--- src/rtl/motion_pkg.sv ---
// Shared types, source codes and the per-axis step helper for the arm motion sequencer.
package motion_pkg;

  typedef enum logic [1:0] {
    IDLE = 2'd0,
    MOVE = 2'd1,
    HOLD = 2'd2
  } fsm_e;

  localparam logic [1:0] SRC_HOME  = 2'd0;
  localparam logic [1:0] SRC_ADC   = 2'd1;
  localparam logic [1:0] SRC_US    = 2'd2;
  localparam logic [1:0] SRC_KB    = 2'd3;
  localparam logic [1:0] STATE_ADC = 2'b11;

  localparam logic [7:0] DEF_HOME_X = 8'd2;
  localparam logic [7:0] DEF_HOME_Y = 8'd2;

  // Moves one unit toward tgt; holding on equality is what keeps 0 and 255 from wrapping.
  function automatic logic [7:0] step_toward(input logic [7:0] cur, input logic [7:0] tgt);
    logic [7:0] nxt;
    if (cur < tgt) begin
      nxt = cur + 8'd1;
    end else if (cur > tgt) begin
      nxt = cur - 8'd1;
    end else begin
      nxt = cur;
    end
    return nxt;
  endfunction

endpackage

--- src/rtl/arm_motion_sequencer_coord_source_select.sv ---
// Fixed-priority coordinate mux: keyboard > ultrasonic > XADC (mode 2'b11) > home.
module coord_source_select
  import motion_pkg::*;
#(
  parameter logic [7:0] HOME_X = DEF_HOME_X,
  parameter logic [7:0] HOME_Y = DEF_HOME_Y
) (
  input  logic [1:0] state,
  input  logic       kb_req,
  input  logic [7:0] kb_x,
  input  logic [7:0] kb_y,
  input  logic       us_req,
  input  logic [7:0] us_x,
  input  logic [7:0] us_y,
  input  logic [7:0] adc_x,
  input  logic [7:0] adc_y,
  output logic [7:0] win_x,
  output logic [7:0] win_y,
  output logic [1:0] win_src
);

  // Pick the highest-priority active requester.
  always_comb begin
    win_x   = HOME_X;
    win_y   = HOME_Y;
    win_src = SRC_HOME;
    if (kb_req) begin
      win_x   = kb_x;
      win_y   = kb_y;
      win_src = SRC_KB;
    end else if (us_req) begin
      win_x   = us_x;
      win_y   = us_y;
      win_src = SRC_US;
    end else if (state == STATE_ADC) begin
      win_x   = adc_x;
      win_y   = adc_y;
      win_src = SRC_ADC;
    end else begin
      win_x   = HOME_X;
      win_y   = HOME_Y;
      win_src = SRC_HOME;
    end
  end

endmodule

--- src/rtl/arm_motion_sequencer.sv ---
// Arbitrates coordinate requesters and ramps the commanded (x,y) one unit per step period,
// keeping the servo enable window open while moving and for a hold time after arrival.
module arm_motion_sequencer
  import motion_pkg::*;
#(
  parameter int         STEP_CYCLES = 1_000_000,
  parameter int         HOLD_CYCLES = 2_000_000,
  parameter logic [7:0] HOME_X      = DEF_HOME_X,
  parameter logic [7:0] HOME_Y      = DEF_HOME_Y
) (
  input  logic       clk,
  input  logic       reset,
  input  logic [1:0] state,
  input  logic       kb_req,
  input  logic [7:0] kb_x,
  input  logic [7:0] kb_y,
  input  logic       us_req,
  input  logic [7:0] us_x,
  input  logic [7:0] us_y,
  input  logic [7:0] adc_x,
  input  logic [7:0] adc_y,
  output logic [7:0] cmd_x,
  output logic [7:0] cmd_y,
  output logic       cmd_valid,
  output logic       servo_en,
  output logic       busy,
  output logic       at_target,
  output logic [1:0] active_src
);

  localparam int TIMER_W = (STEP_CYCLES > 1) ? $clog2(STEP_CYCLES) : 1;
  localparam int HOLD_W  = (HOLD_CYCLES > 1) ? $clog2(HOLD_CYCLES) : 1;
  localparam logic [TIMER_W-1:0] STEP_LAST = TIMER_W'(STEP_CYCLES - 1);
  localparam logic [HOLD_W-1:0]  HOLD_LAST = HOLD_W'(HOLD_CYCLES - 1);

  logic [7:0]         win_x, win_y;
  logic [1:0]         win_src;
  logic [7:0]         target_x_q, target_y_q;
  logic [1:0]         active_src_q;
  logic [7:0]         cmd_x_q, cmd_x_d, cmd_y_q, cmd_y_d;
  logic [7:0]         stepped_x, stepped_y;
  fsm_e               fsm_q, fsm_d;
  logic [TIMER_W-1:0] timer_q, timer_d;
  logic [HOLD_W-1:0]  hold_q, hold_d;
  logic               cmd_valid_q, cmd_valid_d;
  logic               servo_en_q, servo_en_d;
  logic               busy_q, busy_d;

  coord_source_select #(
    .HOME_X (HOME_X),
    .HOME_Y (HOME_Y)
  ) u_select (
    .state   (state),
    .kb_req  (kb_req),
    .kb_x    (kb_x),
    .kb_y    (kb_y),
    .us_req  (us_req),
    .us_x    (us_x),
    .us_y    (us_y),
    .adc_x   (adc_x),
    .adc_y   (adc_y),
    .win_x   (win_x),
    .win_y   (win_y),
    .win_src (win_src)
  );

  assign at_target = (cmd_x_q == target_x_q) && (cmd_y_q == target_y_q);
  assign stepped_x = step_toward(cmd_x_q, target_x_q);
  assign stepped_y = step_toward(cmd_y_q, target_y_q);

  // Next-state logic; a changed target in HOLD wins over hold expiry.
  always_comb begin
    fsm_d       = fsm_q;
    timer_d     = timer_q;
    hold_d      = hold_q;
    cmd_x_d     = cmd_x_q;
    cmd_y_d     = cmd_y_q;
    cmd_valid_d = 1'b0;
    case (fsm_q)
      IDLE: begin
        if (!at_target) begin
          fsm_d   = MOVE;
          timer_d = '0;
        end else begin
          fsm_d = IDLE;
        end
      end
      MOVE: begin
        if (at_target) begin
          fsm_d  = HOLD;
          hold_d = '0;
        end else if (timer_q == STEP_LAST) begin
          cmd_x_d     = stepped_x;
          cmd_y_d     = stepped_y;
          cmd_valid_d = 1'b1;
          timer_d     = '0;
          if ((stepped_x == target_x_q) && (stepped_y == target_y_q)) begin
            fsm_d  = HOLD;
            hold_d = '0;
          end else begin
            fsm_d = MOVE;
          end
        end else begin
          timer_d = timer_q + TIMER_W'(1);
        end
      end
      HOLD: begin
        if (!at_target) begin
          fsm_d   = MOVE;
          timer_d = '0;
        end else if (hold_q == HOLD_LAST) begin
          fsm_d = IDLE;
        end else begin
          hold_d = hold_q + HOLD_W'(1);
        end
      end
      default: begin
        fsm_d = IDLE;
      end
    endcase
    servo_en_d = (fsm_d != IDLE);
    busy_d     = (fsm_d == MOVE);
  end

  // State, target and output registers; reset snaps everything home with no ramp.
  always_ff @(posedge clk) begin
    if (reset) begin
      target_x_q   <= HOME_X;
      target_y_q   <= HOME_Y;
      active_src_q <= SRC_HOME;
      cmd_x_q      <= HOME_X;
      cmd_y_q      <= HOME_Y;
      fsm_q        <= IDLE;
      timer_q      <= '0;
      hold_q       <= '0;
      cmd_valid_q  <= 1'b0;
      servo_en_q   <= 1'b0;
      busy_q       <= 1'b0;
    end else begin
      target_x_q   <= win_x;
      target_y_q   <= win_y;
      active_src_q <= win_src;
      cmd_x_q      <= cmd_x_d;
      cmd_y_q      <= cmd_y_d;
      fsm_q        <= fsm_d;
      timer_q      <= timer_d;
      hold_q       <= hold_d;
      cmd_valid_q  <= cmd_valid_d;
      servo_en_q   <= servo_en_d;
      busy_q       <= busy_d;
    end
  end

  assign cmd_x      = cmd_x_q;
  assign cmd_y      = cmd_y_q;
  assign cmd_valid  = cmd_valid_q;
  assign servo_en   = servo_en_q;
  assign busy       = busy_q;
  assign active_src = active_src_q;

endmodule

--- config.mk ---
export PLATFORM = sky130hd
export DESIGN_NAME = arm_motion_sequencer
export DESIGN_NICKNAME = d
export VERILOG_FILES = /design/src/rtl/motion_pkg.sv /design/src/rtl/arm_motion_sequencer_coord_source_select.sv /design/src/rtl/arm_motion_sequencer.sv
export SDC_FILE = /design/constraint.sdc
export NUM_CORES = 1
export LEC_CHECK = 0
export CAP_MARGIN = 5
export CORE_MARGIN = 3
export CORE_UTILIZATION = 25
export CTS_CLUSTER_DIAMETER = 30
export DETAILED_ROUTE_END_ITERATION = 16
export PLACE_DENSITY_LB_ADDON = 0.05
export SLEW_MARGIN = 0
export SYNTH_ARGS = -nofsm -noshare
export SYNTH_HDL_FRONTEND = slang
export SYNTH_SLANG_ARGS = --single-unit
--- constraint.sdc ---
create_clock -name clk -period 3.6 [get_ports clk]
set_clock_uncertainty 0.2 [all_clocks]
set_input_delay 0.72 -clock clk [delete_from_list [all_inputs] [get_ports clk]]
set_output_delay 0.72 -clock clk [all_outputs]
set_load 0.01 [all_outputs]
==> metrics.csv <==
metric,value,unit
status,"finished, final reports clean",
fin_ws,0.112,ns
p_total,2.47,mW
final_common_cell,nor2_1,
cp_cell_sequence,inv_2 > ha_4 > nor2b_4 > o211ai_1 > buf_4 > a21o_4 > buf_6 > a2111o_1 > a21oi_2 > o22ai_2 > nor4_4 > buf_6 > a31oi_4 > buf_6 > or3_4 > a21oi_2,
p_clk_share,44.2,%
drive_above_1_share,22.1,%
rsz0062_at_grt,true,
routedWlPerCell,15.7,um
async_flop_share,0,%
die_h,153,um
n_antenna_cell,0,
syn_to_final_growth,42.4,%
cp_slowest_cell,a2111o_1,
synth_edf_count,0,
leakage,2.86,nW
final_nets,914,
final_cell_mix,"113 x nor2_1, 82 x buf_4, 74 x clkdlybuf4s50_1",
postRouteAntennaNets,0,
dieArea,23300,um^2
post-dp-hpwl,13.2,mm
clock-sinks,80,
finalMaxSlewViolations,0,
yosysSeqAreaShare,29.8,%
path_delay_family,compound AO/OA/AOI/OAI gates,
arrival,3.58,ns
power-per-cell-area,323,nW/um^2
io_buffers,75,
drv_cap,0,
syn_nets,781,
firstDrtPassIters,5,
avgSynthCellArea,7.63,um^2
pre_cts_slack,-0.0317,ns
synth_seq_cells,80,
hold_path.class,reg2reg,
final_util,36.3,%
dr.first_iter.drc_count,252,
netlist_instances,705,
hold_viol,0,
cts_tree,yes,
cts_buffers,9,
num_rows,53,
clk_pin_slew,0.07,ns
post_dp_cell_area,6870,um^2
routed_wl,17.5,mm
die_w,153,um
crit_top_cell,buf_6,
gp_congestion,0.876,
core_area,21100,um^2
required,3.69,ns
antenna_found_initial,0,
slew_headroom,22.5,%
cp-start-kind,flip-flop,
endpoint_kind,flip-flop,
slowest_delay,0.44,ns
holdWs,0.309,ns
dp.cells,1092,
clk_path_buf_depth,2,
fin_crit_sh,96.9,%
holdBufCountCts,0,
grt_pass1_wl,28.1,mm
max_freq,287,MHz
htreeDepth,3,
io_pins,76,
grt_usage,14.6,%
synthFlopType,dfxtp_1,
instances_no_fill,1117,
grt_overflow,0,
grt_max_degree,44,
crit_type,reg2reg,
clk_latency,0.36,ns
start_util,25.5,%
seqPwrFrac,37.0,%
crit_fanout,6,
p_switching,663,uW
swShare,26.8,%
fill_cells,2232,
syn_area,5380,um^2
finalSetupViolations,0,
worst_pin_slew,1.16,ns
period_minus_slack,3.49,ns
root_buffer,clkbuf_16,
viasPerCell,5.00,
via_count,5589,
p_int,1.81,mW
stdcell_area,7660,um^2
grt_pass1_vias,5500,
cp_num_buf_inv,5,
tns,0,ns
drcViolationCount,0,
combPwrFrac,18.7,%
yosysWarnings,0,
vdd_drop_max,0.212,mV
ys_types,69,
-- tightest hold or removal path: stages (launching register included) --
cell	delay, ns
dfxtp_1	0.34
nand3_1	0.07
a21oi_1	0.05
-- cell type report --
class                           instances  area (um^2)  share of cell area, %
Multi-Input combinational cell        553         3820                   49.9
Sequential cell                        80         1610                   21.0
Timing Repair Buffer                  163         1430                   18.6
Tap cell                              275          344                   4.49
Clock buffer                            9          225                   2.94
Clock inverter                          6          116                   1.52
Inverter                               31          116                   1.52
-- layer usage --
layer  global-route usage (%)  routed length [um]  vias to the layer above
li1                         -                   -                     2812
met1                     20.1                8600                     2629
met2                     22.9                7720                      115
met3                     2.41                 699                       33
met4                     5.94                 524                        0
met5                        0                   0                        -
-- registers in the layout (all words and copies together), names as in the netlist --
name and flops:
active_src 2, busy 1, cmd_valid 1, cmd_x 8, cmd_y 8, fsm_q 2, hold_q 21, servo_en 1
target_x_q 8, target_y_q 8, timer_q 20
-- synthesized netlist by cell type (all sizes together), types with 4 or more instances --
| cell | instances | area share (%) |
|---|---|---|
| or2 | 6 | 0.70 |
| and2 | 6 | 0.70 |
| a21o | 6 | 0.84 |
| a211oi | 7 | 1.1 |
| buf | 14 | 1.6 |
| nor3 | 20 | 2.1 |
| nor2b | 5 | 0.58 |
| mux2i | 5 | 0.93 |
| and3 | 16 | 1.9 |
| clkbuf | 27 | 1.9 |
| a31oi | 10 | 1.3 |
| nand2 | 44 | 3.1 |
| dfxtp | 80 | 30 |
| nand4 | 13 | 1.7 |
| nor4 | 7 | 1.1 |
| o22ai | 6 | 0.70 |
| a311oi | 8 | 1.3 |
| nor2 | 116 | 8.1 |
| a22oi | 19 | 2.7 |
| o21ai | 36 | 3.3 |
| a21oi | 54 | 5.0 |
| ha | 22 | 5.1 |
| o211ai | 6 | 1.1 |
| o311ai | 4 | 0.98 |
| nor4b | 5 | 0.93 |
| xnor2 | 19 | 3.2 |
| or3 | 15 | 1.7 |
| o21a | 4 | 0.56 |
| nand3 | 26 | 2.5 |
| inv | 31 | 2.2 |
| xor2 | 24 | 3.9 |
-- power by group through the flow --
stage	Clock, mW	Sequential [mW]	Combinational (mW)
3_3_place_gp	0	0.933	0.402
2_1_floorplan	0	0.934	0.213
4_1_cts	1.13	0.914	0.418
5_1_grt	1.16	0.917	0.504
3_5_place_dp	0	0.934	0.402
6_report	1.09	0.916	0.463
-- repair_timing --
action,CTS,global route
pin swaps,4,34
setup endpoints to repair,9,23
cloned,0,1
buffers inserted,3,6
resized for setup,12,63
-- kinds of logic (layout without fill, tap and decap cells) --
family	after synthesis	in the layout	synth area share, %
buf+inv	72	209	5.65
fa+ha+maj	22	22	5.12
compound gates	188	188	23.9
simple gates	292	292	26.9
flops	80	80	29.8
mux	8	8	1.56
xor+xnor	43	43	7.14
-- path summary, 6_finish.rpt --
kind,start,endpoint,slack [ns],cells after the start
hold / removal,hold_q[16],hold_q[16],0.31,2
hold reg to reg,hold_q[16],hold_q[16],0.31,2
setup reg to reg,target_x_q[1],hold_q[4],0.11,16
setup / recovery,target_x_q[1],hold_q[4],0.11,16
No activity file was read; power rests on OpenSTA's default activity.
